<file path="config.mk">
export PLATFORM = sky130hd
export DESIGN_NAME = scan_test_ctrl
export DESIGN_NICKNAME = d
export VERILOG_FILES = /design/src/rtl/scan_test_ctrl.sv
export SDC_FILE = /design/constraint.sdc
export NUM_CORES = 1
export LEC_CHECK = 0
export ABC_AREA = 1
export BUFFER_PORTS_ARGS = -buffer_cell sky130_fd_sc_hd__buf_2
export CAP_MARGIN = 25
export CORE_UTILIZATION = 47
export DETAILED_ROUTE_END_ITERATION = 10
export PLACE_DENSITY = 0.73
export SYNTH_ARGS = -nofsm -noshare
export SYNTH_HDL_FRONTEND = slang
export SYNTH_SLANG_ARGS = --single-unit
</file>
<file path="constraint.sdc">
create_clock -name C -period 1.3 [get_ports C]
set_input_delay 0 -clock C [delete_from_list [all_inputs] [get_ports C]]
set_output_delay 0 -clock C [all_outputs]
set_load 0.05 [all_outputs]
</file>
<file path="src/rtl/scan_test_ctrl.sv">
// Scan-test sequencer: shifts a pattern into a CHAIN_LEN-cell scan chain, pulses one capture
// cycle, then shifts the response out. Optional MISR signature under `SCAN_MISR_EN`.
module scan_test_ctrl #(
  parameter int unsigned CHAIN_LEN = 8
) (
  input  logic                 C,
  input  logic                 global_reset,
  input  logic                 start,
  input  logic [CHAIN_LEN-1:0] pattern,
  input  logic                 so,
  output logic                 NbarT,
  output logic                 Si,
  output logic                 CE,
  output logic                 busy,
  output logic                 done,
  output logic [CHAIN_LEN-1:0] response
`ifdef SCAN_MISR_EN
  ,
  output logic [CHAIN_LEN-1:0] signature
`endif
);

  localparam int unsigned CNT_W = $clog2(CHAIN_LEN + 1);
  localparam logic [CNT_W-1:0] LastCnt = CNT_W'(CHAIN_LEN - 1);
  localparam logic [CHAIN_LEN-1:0] MsbOnly = {1'b1, {(CHAIN_LEN-1){1'b0}}};

  typedef enum logic [2:0] {
    StIdle,
    StShiftIn,
    StCapture,
    StShiftOut,
    StDone
  } state_e;

  state_e               state_q, state_d;
  logic [CNT_W-1:0]     cnt_q, cnt_d;
  logic [CHAIN_LEN-1:0] pat_q, pat_d;
  logic [CHAIN_LEN-1:0] resp_q, resp_d;

  logic                 cnt_last;
  logic [CHAIN_LEN-1:0] pat_shl;
  logic [CHAIN_LEN-1:0] out_mask;

  assign cnt_last = (cnt_q == LastCnt);
  // MSB-first serialisation: bit CHAIN_LEN-1-cnt ends up in the top position.
  assign pat_shl  = pat_q << cnt_q;
  assign out_mask = MsbOnly >> cnt_q;

  // State register
  always_ff @(posedge C) begin
    if (global_reset) begin
      state_q <= StIdle;
    end else begin
      state_q <= state_d;
    end
  end

  // Datapath registers
  always_ff @(posedge C) begin
    if (global_reset) begin
      cnt_q  <= '0;
      pat_q  <= '0;
      resp_q <= '0;
    end else begin
      cnt_q  <= cnt_d;
      pat_q  <= pat_d;
      resp_q <= resp_d;
    end
  end

  // Next-state and datapath update
  always_comb begin
    state_d = state_q;
    cnt_d   = cnt_q;
    pat_d   = pat_q;
    resp_d  = resp_q;
    unique case (state_q)
      StIdle: begin
        if (start) begin
          pat_d   = pattern;
          cnt_d   = '0;
          state_d = StShiftIn;
        end
      end
      StShiftIn: begin
        cnt_d = cnt_q + CNT_W'(1);
        if (cnt_last) begin
          state_d = StCapture;
        end
      end
      StCapture: begin
        cnt_d   = '0;
        state_d = StShiftOut;
      end
      StShiftOut: begin
        // Chain tail arrives highest cell first.
        resp_d = so ? (resp_q | out_mask) : (resp_q & ~out_mask);
        cnt_d  = cnt_q + CNT_W'(1);
        if (cnt_last) begin
          state_d = StDone;
        end
      end
      StDone: begin
        state_d = StIdle;
      end
      default: begin
        state_d = StIdle;
      end
    endcase
  end

  // Moore outputs
  always_comb begin
    NbarT = 1'b0;
    Si    = 1'b0;
    CE    = 1'b0;
    done  = 1'b0;
    busy  = (state_q != StIdle);
    unique case (state_q)
      StIdle: ;
      StShiftIn: begin
        NbarT = 1'b1;
        Si    = pat_shl[CHAIN_LEN-1];
      end
      StCapture: begin
        CE = 1'b1;
      end
      StShiftOut: begin
        NbarT = 1'b1;
      end
      StDone: begin
        done = 1'b1;
      end
      default: ;
    endcase
  end

  assign response = resp_q;

`ifdef SCAN_MISR_EN
  logic [CHAIN_LEN-1:0] sig_q;

  // Only completed tests fold into the signature; reset aborts never reach StDone.
  always_ff @(posedge C) begin
    if (global_reset) begin
      sig_q <= '0;
    end else if (state_q == StDone) begin
      sig_q <= {sig_q[CHAIN_LEN-2:0], sig_q[CHAIN_LEN-1]} ^ resp_q;
    end
  end

  assign signature = sig_q;
`endif

endmodule

</file>
== Word level (Yosys, flattened, before mapping) ==
Index checks and enable logic that the tools add are counted.

* Bits in registers: 23
* Output and inout bits: 13
* Word-level logic and storage cells: 36

* Add/sub/neg operators: 1
* Eq/ne operators: 8
* Shift-type cells: 2
* Mux-type cells: 11
* Bitwise gates (word level): 3
* Reductions and logical operators: 7

{| class="wikitable"
|+ Operators by type and width
! cell !! number
|-
| case mux 3 bit (4 select lines) || 1
|-
| case mux 4 bit (3 select lines) || 1
|-
| 2-to-1 mux 3 bit || 3
|-
| AND 8 bit || 1
|-
| 2-to-1 mux 8 bit || 1
|-
| inverter 8 bit || 1
|-
| bitwise OR 8 bit || 1
|-
| left shift 8 x 4 -> 8 bit || 1
|-
| right shift 8 x 4 -> 8 bit (first input constant) || 1
|-
| == test 3 x 2 -> 1 bit (second input constant) || 2
|-
| != test 2 bit (second input constant) || 3
|-
| nonzero test 3 bit || 2
|-
| adder 4 x 1 -> 4 bit (second input constant) || 1
|-
| == test 4 x 3 -> 1 bit (second input constant) || 1
|-
| 2-to-1 mux 1 bit || 4
|-
| 2-to-1 mux 4 bit || 1
|-
| AND reduction 2 bit || 2
|-
| == test 3 x 1 -> 1 bit (second input constant) || 1
|-
| == test 3 bit (second input constant) || 1
|-
| zero test 3 bit || 1
|-
| AND reduction 3 bit || 1
|-
| OR reduction 2 bit || 1
|}

== Depth between registers and ports, before layout ==
Gate-level depths: netlist (run 1).

* Depth in word-level cells: 4
* Mapped depth: 8
* Gate-level depth less buffers: 7

== Worst setup path before layout (run 1) ==
OpenSTA, ideal clock, no wires.

* Path type: register -> output
* Start point: register state_q[0]
* End point: output Si
* Arrival: 1.706 ns
* Data required time: 1.300 ns
* Path slack: -0.406 ns
* Cell stages (with the launch flop): 7
* Cells stage by stage: dfxtp_1 -> inv_2 -> nor2_4 -> nand2_1 -> nor2_1 -> nand2_1 -> nor2_1

* Cells in the longest elaborated chain, start to end: 2

{| class="wikitable"
|+ Ends and longest elaborated chain
! element !! line !! text
|-
| start, declared || 35 || <nowiki>state_e state_q, state_d;</nowiki>
|-
| start signal, assigned || 52 || <nowiki>state_q <= StIdle;</nowiki>
|-
| start signal, assigned || 54 || <nowiki>state_q <= state_d;</nowiki>
|-
| == test 3 x 1 -> 1 bit || 119 || <nowiki>unique case (state_q)</nowiki>
|-
| 2-to-1 mux 1 bit || 119 ||
|-
| end, declared || 12 || <nowiki>output logic Si,</nowiki>
|}

Every way passes these cells.

== Final worst setup path (run 1) ==
* Start point: register cnt_q[0]
* End point: output Si

* Cells in the longest elaborated chain, start to end: 2

{| class="wikitable"
|+ Ends and longest elaborated chain
! element !! line !! text
|-
| start, declared || 36 || <nowiki>logic [CNT_W-1:0] cnt_q, cnt_d;</nowiki>
|-
| start signal, assigned || 65 || <nowiki>cnt_q <= cnt_d;</nowiki>
|-
| left shift 8 x 4 -> 8 bit || 46 || <nowiki>assign pat_shl = pat_q << cnt_q;</nowiki>
|-
| 2-to-1 mux 1 bit || 119 ||
|}

Every way passes these cells.

==> results of run 1 <==
==> layout make-up <==
| cell class | instances | area (um2) |
|---|---|---|
| clock inverters | 1 | 5.00 |
| repair buffers | 45 | 319 |
| fillers | 175 | 673 |
| clock buffers | 3 | 22.5 |
| flip-flops and latches | 23 | 475 |
| inverters | 19 | 77.6 |
| well taps | 28 | 35.0 |
| multi-input cells | 128 | 668 |
==> worst max-delay path by stage <==
stage          endpoint  slack [ns]        from  cells past startpoint
3_3_place_gp         Si        0.09    cnt_q[1]                      7
5_1_grt              Si       -0.13    cnt_q[0]                      8
3_5_place_dp         Si        0.06    cnt_q[1]                      7
2_1_floorplan        Si       -0.05  state_q[0]                      6
6_report             Si       -0.08    cnt_q[0]                      8
4_1_cts              Si       -0.04  state_q[2]                      6
==> synth_stat cells <==
cell      instances  area share
o21ai_1           1      0.0043
nand2_1          44        0.14
nand3_2           1      0.0085
nor2_4            2       0.019
o21ai_0           9       0.038
a21oi_1          12       0.051
nand3_1          18       0.077
clkinv_1          1      0.0032
nand2_4           1      0.0096
clkbuf_2          1      0.0043
ha_1              5       0.053
or2_2             1      0.0053
nand4_1           1      0.0053
buf_6             1      0.0096
nor2_1           30       0.096
nor2_2            2       0.011
dfxtp_1          23        0.39
inv_1            17       0.054
inv_2             1      0.0032
buf_2             2      0.0085
nor3_1            1      0.0043
==> through the flow <==
stage               hold slack (ns)   util
floorplan                    0.0617      -
global placement              0.246  0.592
detailed placement            0.252  0.592
CTS                          0.0483  0.681
global route                 0.0914  0.704
finish                       0.0700  0.704
==> report_power, final <==
| group | internal (mW) | switching, mW | total [mW] | leakage, nW |
|---|---|---|---|---|
| Clock | 0.115 | 0.230 | 0.345 | 0.0177 |
| Combinational | 0.245 | 0.417 | 0.662 | 0.534 |
| Sequential | 0.768 | 0.0449 | 0.813 | 0.191 |
| Total | 1.13 | 0.692 | 1.82 | 0.742 |
==> cells by family after synthesis <==
kind of cell | count (synthesis) | synth area share
compound gates | 22 | 0.0939
fa+ha+maj | 5 | 0.0534
buf+inv | 23 | 0.0832
flops | 23 | 0.393
simple gates | 101 | 0.377
==> worst min-delay path: stages <==
cell and delay [ns]:
buf_2 0.13, nand3_4 0.14, a21oi_1 0.08
==> routing by layer <==
layer | track usage | vias to the layer above | part of all wire
li1 | - | 638 | -
met1 | 0.274 | 554 | 0.41
met2 | 0.447 | 43 | 0.51
met3 | 0.0468 | 13 | 0.043
met4 | 0.153 | 0 | 0.037
met5 | 0 | - | 0
==> timing repair <==
action	4_1_cts	5_1_grt
hold buffers	9	0
hold endpoints to repair	13	0
pin swaps	10	2
buffers inserted	4	3
endpoints found under the setup margin	3	21
gates resized for setup	24	14
==> flow_summary.json, run 1 <==
{
  "cts-root-buf": "clkbuf_4",
  "r2r_slack_ns": 0.06,
  "layout-drive-gt1-share": 0.324,
  "path_clk_slew_ns": 0.13,
  "total_power_mw": 1.82,
  "cts_buffers": 3,
  "setup_viol": 1,
  "synth_warnings": 0,
  "fin_area_um2": 1600,
  "min_from": "start",
  "slowest_stage": "dfxtp_4",
  "avgSynthCellArea_um2": 6.74,
  "placedCellCount": 227,
  "rows": 17,
  "max_freq_ghz": 0.727,
  "syn_nets": 191,
  "dieHeight_um": 51.9,
  "antenna_found_initial": 0,
  "chipWidth_um": 51.9,
  "grt_usage": 0.252,
  "grt_max_degree": 19,
  "worstPathCellList": "buf_6 -> nand2_2 -> nand3_2 -> nand2_1 -> nand2_1 -> nand2_2 -> nor2_4 -> buf_6",
  "slowest_delay_ns": 0.40,
  "max_cap_violations": 0,
  "violations": "setup timing",
  "hold_path_end": "pat_q[4]",
  "cp_max_fo": 4,
  "worst_pin_slew_ns": 0.301,
  "ioPinCount": 25,
  "post-place-ws_ns": 0.0564,
  "relSlewSlack": 0.799,
  "path_class": "reg -> out",
  "drc": 0,
  "clk_latency_ns": 0.32,
  "ant_nets": 0,
  "ys_types": 21,
  "path_buf_inv": 2,
  "rsz0062_at_grt": "true",
  "final_cell_count_no_fill": 247,
  "vias_per_cell": 5.05,
  "gr-total-overflow": 0,
  "start_util": 0.515,
  "hold_depth": 3,
  "cp_data_required_time_ns": 1.30,
  "tritoncts": "yes",
  "r2r-end": "cnt_q[2]",
  "placed_area_um2": 1350,
  "via_count": 1248,
  "grt_pass1_wl_um": 4990,
  "place_hpwl_um": 1820,
  "end_kind": "output pin",
  "final_cell_mix": "nand2_1, nor2_1, buf_2",
  "hp-class": "in -> reg",
  "rr_startpoint": "cnt_q[0]",
  "die_area_um2": 2700,
  "cts_max_level": 1,
  "mostFrequentLayoutCell": "nand2_1",
  "power_density_nw_per_um2": 1140,
  "synth_seq_cells": 23,
  "routed_wl_um": 2960,
  "first_pass_iters": 4,
  "finalCritPeriodShare": 1.06,
  "wl_per_cell_um": 12.0,
  "clock-sinks": 23,
  "clock_skew_ns": 0.00143,
  "grt_pass1_vias": 1183,
  "post-route-min-period_ns": 1.38,
  "final.setup.tns_ns": -0.0750,
  "crit_family": "flip-flops",
  "nets": 237,
  "ctsLongestPathBuffers": 2,
  "drt_iter0_drc": 25,
  "ys_seq_area_frac": 0.393,
  "n_antenna_cell": 0,
  "outcome": "finished, violations left",
  "finalMaxSlewViolations": 0,
  "gp_routability_congestion": 0.878,
  "setup_ws_ns": -0.0750,
  "core_um2": 2280,
  "arrival_ns": 1.38,
  "hold_viol_final": 0,
  "syn_area_um2": 1170,
  "r2r_cells": 5,
  "peakVddDrop_v": 0.000842,
  "power_leakage_nw": 0.742,
  "area_growth_syn_to_layout_pct": 36.7,
  "portBuffers": 24,
  "synthCells": 174,
  "startpoint_type": "flip-flop"
}
Note: power is estimated with default switching activity, not from simulation.
==> inputs of run 2 (changes only) <==
--- a/config.mk
+++ b/config.mk
@@ -14,3 +14,4 @@
 export SYNTH_ARGS = -nofsm -noshare
 export SYNTH_HDL_FRONTEND = slang
 export SYNTH_SLANG_ARGS = --single-unit
+export TNS_END_PERCENT = 50
==> run 2 against run 1 <==
  * The flow still finishes with violations (setup timing)
  * Non-clock buffer count unchanged
  * Final cell count unchanged
  * Global-route usage did not move
  * Clock power barely moved
  * Maximum frequency unchanged
  * Critical path depth unchanged
  * Sequential cell count did not move
  * Largest cell class unchanged
  * Largest power group unchanged
==> flow_summary.json, run 2 (synthesized netlist as in run 1, its figures left out) <==
{
  "cts_max_level": 1,
  "final_cell_mix": "nand2_1, nor2_1, buf_2",
  "path_class": "reg -> out",
  "finalMaxSlewViolations": 0,
  "cp_max_fo": 4,
  "fillers": 175,
  "peakVddDrop_v": 0.000842,
  "wl_per_cell_um": 12.0,
  "grt_pass1_vias": 1183,
  "rows": 17,
  "setup_ws_ns": -0.0750,
  "drc": 0,
  "max_freq_ghz": 0.727,
  "start_util": 0.515,
  "grt_pass1_wl_um": 4990,
  "setup_viol": 1,
  "drt_iter0_drc": 25,
  "first_pass_iters": 4,
  "crit_family": "flip-flops",
  "cp_data_required_time_ns": 1.30,
  "post-route-min-period_ns": 1.38,
  "ioPinCount": 25,
  "worstPathCellList": "buf_6 -> nand2_2 -> nand3_2 -> nand2_1 -> nand2_1 -> nand2_2 -> nor2_4 -> buf_6",
  "startpoint_type": "flip-flop",
  "finalCritPeriodShare": 1.06,
  "tritoncts": "yes",
  "clk_latency_ns": 0.32,
  "routed_wl_um": 2960,
  "min_from": "start",
  "grt_max_degree": 19,
  "core_um2": 2280,
  "final_cell_count_no_fill": 247,
  "nets": 237,
  "chipWidth_um": 51.9,
  "cts-root-buf": "clkbuf_4",
  "hold_viol_final": 0,
  "clock_skew_ns": 0.00143,
  "via_count": 1248,
  "use_met3": 0.0468,
  "grtUsageMet1": 0.274,
  "relSlewSlack": 0.799,
  "r2r_cells": 5,
  "clock-sinks": 23,
  "final_util": 0.704,
  "layout-drive-gt1-share": 0.324,
  "place_hpwl_um": 1820,
  "die_area_um2": 2700,
  "rsz0062_at_grt": "true",
  "r2r_slack_ns": 0.06,
  "cts_buffers": 3,
  "grt_usage": 0.252,
  "worst_pin_slew_ns": 0.301,
  "path_buf_inv": 2,
  "busiest_layer": "met2",
  "slowest_delay_ns": 0.40,
  "n_antenna_cell": 0,
  "hp-class": "in -> reg",
  "power_leakage_nw": 0.742,
  "ctsLongestPathBuffers": 2,
  "mostFrequentLayoutCell": "nand2_1",
  "dieHeight_um": 51.9,
  "slowest_stage": "dfxtp_4",
  "gr-total-overflow": 0,
  "total_power_mw": 1.82,
  "hold_path_end": "pat_q[4]",
  "antenna_found_initial": 0,
  "gp_routability_congestion": 0.878,
  "violations": "setup timing",
  "end_kind": "output pin",
  "outcome": "finished, violations left",
  "r2r-end": "cnt_q[2]",
  "power_density_nw_per_um2": 1140,
  "path_clk_slew_ns": 0.13,
  "portBuffers": 24,
  "hold_depth": 3,
  "placedCellCount": 227,
  "arrival_ns": 1.38,
  "area_growth_syn_to_layout_pct": 36.7,
  "vias_per_cell": 5.05,
  "rr_startpoint": "cnt_q[0]",
  "met2_usage": 0.447,
  "max_cap_violations": 0,
  "ant_nets": 0
}
[run 2: cell counts in the layout (fill, tap and decap cells not counted)]
Identical to the previous run, type by type.
[run 2: metal layers]
layer,up-vias,routed length [um]
met5,-,0
met4,0,110
li1,638,-
met1,554,1220
met2,43,1510
met3,13,127
[run 2: worst reg2reg max path, cell delays in order (launching register included)]
cell,delay (ns)
dfxtp_4,0.39
buf_4,0.16
ha_2,0.19
or2_2,0.27
nand3_1,0.07
a21oi_1,0.06
[run 2: repair_timing]
action                     in CTS  in global routing
setup endpoints to repair       3                 21
setup buffers                   4                  3
hold buffers                    9                  0
hold endpoints to repair       13                  0
gates resized for setup        24                 14
pin swaps                      10                  2
[run 2: cell type report]
class | count | area [um2] | share of cell area
Clock buffer | 3 | 22.5 | 0.0141
Clock inverter | 1 | 5.00 | 0.00312
Sequential cell | 23 | 475 | 0.297
Timing Repair Buffer | 45 | 319 | 0.199
Inverter | 19 | 77.6 | 0.0484
Multi-Input combinational cell | 128 | 668 | 0.417
Tap cell | 28 | 35.0 | 0.0219
[run 2: worst max path at each step]
stage	from	end	slack (ns)	depth (start not counted)
2_1_floorplan	state_q[0]	Si	-0.05	6
3_3_place_gp	cnt_q[1]	Si	0.09	7
3_5_place_dp	cnt_q[1]	Si	0.06	7
4_1_cts	state_q[2]	Si	-0.04	6
5_1_grt	cnt_q[0]	Si	-0.13	8
6_report	cnt_q[0]	Si	-0.08	8
[run 2: per-stage QoR]
stage                     setup TNS, ns  hold slack (ns)  instance area (um2)  worst slack (ns)
after floorplan                 -0.0545           0.0617                 1180           -0.0545
after global placement                0            0.246                 1350            0.0936
after detailed placement              0            0.252                 1350            0.0564
after CTS                       -0.0419           0.0483                 1550           -0.0383
after global routing             -0.198           0.0914                 1600            -0.128
final                           -0.0750           0.0700                 1600           -0.0750
[run 2: where the power goes]
part	switching (mW)	internal (mW)
Clock	0.230	0.115
Sequential	0.0449	0.768
Combinational	0.417	0.245
